File: src/rtl/div_4bits.sv
// Sequential restoring divider: 2*bits-wide dividend by bits-wide divisor, one quotient bit per clock.
// Optional macro DIV0_DETECT_EN short-circuits a zero divisor straight to DONE with dz_o set.
module div_4bits #(
    parameter int bits = 4
) (
    input  logic                clk,
    input  logic                rst,
    input  logic                start_i,
    input  logic [2*bits-1:0]   A,
    input  logic [bits-1:0]     B,
    output logic                busy_o,
    output logic                done_o,
    output logic [2*bits-1:0]   Quotient_o,
    output logic [bits-1:0]     Remainder_o,
    output logic                dz_o,
    output logic [1:0]          dbg_state
);

    localparam int CW = $clog2(2*bits);
    localparam logic [CW-1:0] LAST = CW'(2*bits-1);

    typedef enum logic [1:0] {IDLE = 2'd0, RUN = 2'd1, DONE = 2'd2} state_t;

    state_t            state;
    state_t            state_next;
    logic [bits:0]     rem;
    logic [2*bits-1:0] dq;
    logic [bits-1:0]   dvs;
    logic [CW-1:0]     cnt;
    logic [bits+1:0]   shifted;
    logic              ge;
    logic [bits:0]     rem_next;
    logic [2*bits-1:0] dq_next;
    logic              accept;
    logic              div0;

    // dq starts as the dividend; its MSB feeds the remainder while quotient bits enter at the LSB.
    always_comb begin
        accept   = (state == IDLE) && start_i;
`ifdef DIV0_DETECT_EN
        div0     = (B == '0);
`else
        div0     = 1'b0;
`endif
        shifted  = {rem, dq[2*bits-1]};
        ge       = (shifted >= {2'b00, dvs});
        rem_next = ge ? (bits+1)'(shifted - {2'b00, dvs}) : shifted[bits:0];
        dq_next  = {dq[2*bits-2:0], ge};
    end

    always_ff @(posedge clk) begin
        if (rst) state <= IDLE;
        else     state <= state_next;
    end

    always_comb begin
        state_next = state;
        case (state)
            IDLE:    if (start_i) state_next = div0 ? DONE : RUN;
            RUN:     if (cnt == LAST) state_next = DONE;
            DONE:    state_next = IDLE;
            default: state_next = IDLE;
        endcase
    end

    always_ff @(posedge clk) begin
        if (rst) begin
            rem         <= '0;
            dq          <= '0;
            dvs         <= '0;
            cnt         <= '0;
            Quotient_o  <= '0;
            Remainder_o <= '0;
`ifdef DIV0_DETECT_EN
            dz_o        <= 1'b0;
`endif
        end else if (accept) begin
            rem <= '0;
            dq  <= A;
            dvs <= B;
            cnt <= '0;
`ifdef DIV0_DETECT_EN
            if (div0) begin
                Quotient_o  <= '1;
                Remainder_o <= '0;
                dz_o        <= 1'b1;
            end
`endif
        end else if (state == RUN) begin
            rem <= rem_next;
            dq  <= dq_next;
            cnt <= cnt + 1'b1;
            // Outputs change only on the final iteration so no partial result is ever visible.
            if (cnt == LAST) begin
                Quotient_o  <= dq_next;
                Remainder_o <= rem_next[bits-1:0];
`ifdef DIV0_DETECT_EN
                dz_o        <= 1'b0;
`endif
            end
        end
    end

`ifndef DIV0_DETECT_EN
    assign dz_o = 1'b0;
`endif

    assign busy_o    = (state == RUN);
    assign done_o    = (state == DONE);
    assign dbg_state = state;

endmodule

File: config.mk
export PLATFORM = sky130hd
export DESIGN_NAME = div_4bits
export DESIGN_NICKNAME = d
export VERILOG_FILES = /design/src/rtl/div_4bits.sv
export SDC_FILE = /design/constraint.sdc
export NUM_CORES = 1
export LEC_CHECK = 0
export BUFFER_PORTS_ARGS = -buffer_cell sky130_fd_sc_hd__buf_2
export CAP_MARGIN = 15
export CORE_UTILIZATION = 40
export DETAILED_ROUTE_END_ITERATION = 16
export PLACE_DENSITY_LB_ADDON = 0.05
export SYNTH_ARGS = -nofsm -noshare
export SYNTH_HDL_FRONTEND = slang
export SYNTH_SLANG_ARGS = --single-unit
export TNS_END_PERCENT = 50
File: constraint.sdc
create_clock -name clk -period 2.31 [get_ports clk]
set_input_delay 0.693 -clock clk [delete_from_list [all_inputs] [get_ports clk]]
set_output_delay 0.693 -clock clk [all_outputs]
set_load 0.01 [all_outputs]
* Word level (Yosys, flattened, before mapping)
Index checks and enable logic that the tools add are counted.
** Operators by class
- $add $sub $neg :: 2
- Multipliers :: 0
- Div/mod/pow operators :: 0
- Magnitude comparators :: 1
- Equal/unequal tests :: 5
- Shift-type cells :: 0
- Mux-type cells :: 6
- Bitwise gates (word level) :: 1
- Reduce and logical (&&, ||, !) cells :: 6
** Operators by type and width (count)
- $mux 8 :: 2
- $ge 6x4->1 :: 1
- $mux 5 :: 1
- $sub 5x4->5 :: 1
- $mux 2 :: 2
- $pmux 2 s2 :: 1
- $add 3x1->3 const B :: 1
- $eq 3x3->1 const B :: 1
- $reduce_and 3->1 :: 1
- $eq 2x1->1 const B :: 1
- $eq 2x2->1 const B :: 1
- $logic_not 2->1 :: 1
- $ne 2x1->1 const B :: 1
- $ne 2x2->1 const B :: 1
- $reduce_and 2->1 :: 1
- $reduce_bool 2->1 :: 1
- $reduce_or 2->1 :: 1
- $logic_and 1x1->1 :: 1
- $not 1->1 :: 1
** Word-level totals
- Register bits :: 34
- Latch bits :: 0
- RAM bits :: 0
- Memory bits (read-only) :: 0
- Memories kept :: 0

* Longest topological paths before layout
- Depth after elaboration :: 4
- Gate-level depth with buffers :: 8

* Least setup slack after synthesis
Ideal clock, no wire load.
- Kind :: register to register
- Start :: reg dq[7]
- End :: reg Remainder_o[0]
- Arrival :: 2.233 ns
- Required time :: 2.224 ns
- Slack :: -0.008 ns
- Stages on the path, launching flop included :: 9
- Clock period less this slack :: 2.318 ns
- Cell sequence :: dfxtp_1 > inv_1 > ha_1 > inv_1 > fa_1 > a21o_1 > a2111oi_4 > mux2_2 > a211oi_1
** On the way
- Cells in the longest elaborated chain, start to end :: 2
- Elaborated cells on any way between the ends :: 3
- Classes of those cells :: add/sub: 1; order compare: 1; mux: 1
** Ends and longest elaborated chain
- start, declared :: line 27 : logic [2*bits-1:0] dq;
- start signal, assigned :: line 91 : dq <= dq_next;
- $sub 5x4->5 or $ge 6x4->1 (tied branches) :: line 47, 46
- $mux 5 * :: line 47 : rem_next = ge ? (bits+1)'(shifted - {2'b00, dvs}) : shifted[bits:0];
- end signal, assigned :: line 96 : Remainder_o <= rem_next[bits-1:0];
- end, declared :: line 14 : output logic [bits-1:0] Remainder_o,
Every way passes the cells marked *; elsewhere a longest branch is shown, timed or not.
A chain may end at the register's enable or synchronous reset.

* Worst setup path in the final report
- Start :: reg dq[7]
- End :: reg Remainder_o[2]
Same word-level chain as after synthesis.

==> metrics.cfg <==
[routing]
drtIter0Drc = 89
viasPerCell = 5.26
remaining_drc_errors = 0
dr.pass1.iters = 4
wl_per_cell_um = 13.6
wirelength_um = 3620
vias = 1399
ant_nets = 0

[finish]
final_common_cell = dfxtp_1
drive_gt1_share_pct = 28.4
finish.net_count = 239
insertedDiodeCount = 0
post_layout_nonfiller_instances = 266
synthToLayoutAreaGrowth_pct = 25.7
mostFrequentLayoutCells = 32 x dfxtp_1, 30 x buf_2, 26 x nand2_1
fill_cells = 392
utilization_pct = 52.6

[cts]
clock-root-buffer = clkbuf_8
ctsHoldBuffers = 0
tritoncts = yes
clk_path_buf_depth = 2
cts.clk_slew.worst_paths_ns = 0.07
htree_num_levels = 2
clock-sinks = 34
clock_latency_ns = 0.28
numCtsBuffers = 5

[die]
die_area_um2 = 4120
row_count = 22
chipHeight_um = 64.2
design.core.area_um2 = 3690
fp.dieW_um = 64.2
ios = 32
initial_core_util_pct = 41.9

[logic_synthesis]
syn_nets = 203
synth_top_area_share_pct = 44.0
synth-seq-cells = 34
synthCells = 181
synth.cell_area_um2 = 1550
ys_types = 31
yosysSeqAreaShare_pct = 44.0
yosys.area.top_type = dfxtp_1
yosysWarnings = 0
synthTopCellsByArea = dfxtp_1 44%, a21oi_1 6.5%, nand2_1 6.3%, a211oi_1 4.9%, ha_1 4.9%
avgSynthCellArea_um2 = 8.54

[job]
max-cap-violations = 0

[global_route]
grt_pass1_vias = 1250
met2_usage_pct = 30.1
grt_overflow_total = 0
grtUsageTotal_pct = 18.5
antenna_found_initial = 0
use_met3_pct = 4.46
grt.busiest_layer = met2
grt_max_degree = 31
grt_pass1_wl_um = 5710
use_met1_pct = 23.8

[worst_setup_path]
crit_path_end_kind = flop
startpoint = dq[7]$_SDFFE_PP0P_
critPathArrivalTime_ns = 2.36
start_kind = flop
path_class = flop to flop
worstPathRequired_ns = 2.45
r2r_start = dq[7]$_SDFFE_PP0P_
cp_max_fo = 7

[status]
status = completed

[placed_design]
dp.cells = 256
portBuffers = 30
place.gp.congestion = 0.889
dp_hpwl_um = 2490

[sta]
setup_viol = 0
post-route-period-util_pct = 96.2
relSlewSlack_pct = 61.8
rsz0062_at_grt = true
worst_pin_slew_ns = 0.573
finalSetupTns_ns = 0
min_period_ns = 2.22
finClkSkew_ns = 0.00294
drv_slew = 0
clock.fmax_mhz = 450
finalHoldViolations = 0
hold_ws_ns = 0.454

[power_and_ir_drop]
ir_worst_vdd_mv = 0.426
p_per_area_nw_per_um2 = 705
leakagePower_nw = 0.782
total_power_mw = 1.37

[min_path]
hp-class = flop to flop
hp-start = Quotient_o[5]$_SDFFE_PP0P_

[kinds of logic after synthesis]
| kind of cell | Yosys count | share of synthesized area (%) |
|---|---|---|
| AO/OA/AOI/OAI | 56 | 23.8 |
| XOR/XNOR | 2 | 1.13 |
| AND/OR/NAND/NOR | 57 | 16.4 |
| multiplexers | 5 | 3.32 |
| other | 1 | 0.243 |
| adder cells (fa/ha/maj) | 7 | 6.15 |
| flip-flops | 34 | 44.0 |
| buffers and inverters | 19 | 4.86 |
[metal layers]
metal | routed length, um | up-vias | part of all wire [%]
li1 | - | 705 | -
met1 | 1770 | 662 | 49
met2 | 1670 | 28 | 46
met3 | 138 | 4 | 3.8
met4 | 40 | 0 | 1.1
met5 | 0 | - | 0
[cells in the mapped netlist]
| library cell | instances |
|---|---|
| a21o_1 | 1 |
| nor2b_1 | 2 |
| nand2b_1 | 3 |
| or3b_2 | 1 |
| ha_1 | 6 |
| nand3b_1 | 2 |
| a211oi_1 | 10 |
| mux2_2 | 1 |
| xor2_1 | 1 |
| nor2_1 | 18 |
| and3_1 | 1 |
| clkinv_1 | 1 |
| mux2i_1 | 4 |
| nor3b_2 | 1 |
| buf_4 | 1 |
| clkbuf_1 | 8 |
| inv_1 | 7 |
| conb_1 | 1 |
| a21boi_0 | 1 |
| a21oi_1 | 20 |
| a311oi_1 | 7 |
| o32ai_1 | 1 |
| buf_1 | 2 |
| o21ai_0 | 14 |
| a2111oi_4 | 1 |
| a41o_1 | 1 |
| nor3_1 | 3 |
| fa_1 | 1 |
| xnor2_1 | 1 |
| dfxtp_1 | 34 |
| nand2_1 | 26 |
[registers in the layout, indices dropped and copies added (netlist names)]
signal and flops:
Quotient_o 8, Remainder_o 4, cnt 3, dbg_state 2
dq 8, dvs 4, rem 5
[final timing paths]
path,to,slack [ns],cells past startpoint
min,Quotient_o[5]$_SDFFE_PP0P_,0.45,2
max,Remainder_o[2]$_SDFFE_PP0P_,0.09,9
min reg2reg,Quotient_o[5]$_SDFFE_PP0P_,0.45,2
max reg2reg,Remainder_o[2]$_SDFFE_PP0P_,0.09,9
[worst max-delay path: stages (launching register included)]
cell	delay (ns)
dfxtp_2	0.32
inv_2	0.07
ha_4	0.13
inv_2	0.03
fa_2	0.36
a21o_1	0.22
a2111oi_4	0.42
buf_6	0.20
mux2i_4	0.24
a211oi_1	0.09
[through the flow]
stage / instance area, um2 / worst slack [ns]
after floorplan: 1550 / 0.0451
after global placement: 1770 / 0.160
final: 1940 / 0.0867
after detailed placement: 1770 / 0.0866
after CTS: 1860 / 0.0675
after global routing: 1940 / -0.00717
[power by group]
part           switching [mW]  internal [mW]  total [mW]  leakage, nW
Sequential             0.0245          0.615       0.639        0.278
Clock                   0.203          0.240       0.443       0.0482
Combinational           0.147          0.139       0.286        0.456
Total                   0.375          0.994        1.37        0.782
[final cells by class]
cell class / instances / area, um2 / area share, %
multi-input cells: 128 / 848 / 43.7
flip-flops and latches: 34 / 683 / 35.2
repair buffers: 40 / 229 / 11.8
clock buffers: 7 / 86.3 / 4.45
well taps: 48 / 60.1 / 3.09
inverters: 8 / 30.0 / 1.55
clock inverters: 1 / 5.00 / 0.258
[timing repair]
item / CTS / global route
setup endpoints to repair: 0 / 6
gates resized for setup: 0 / 16
buffers inserted: 0 / 2
Power figures use the tool's default switching activity.
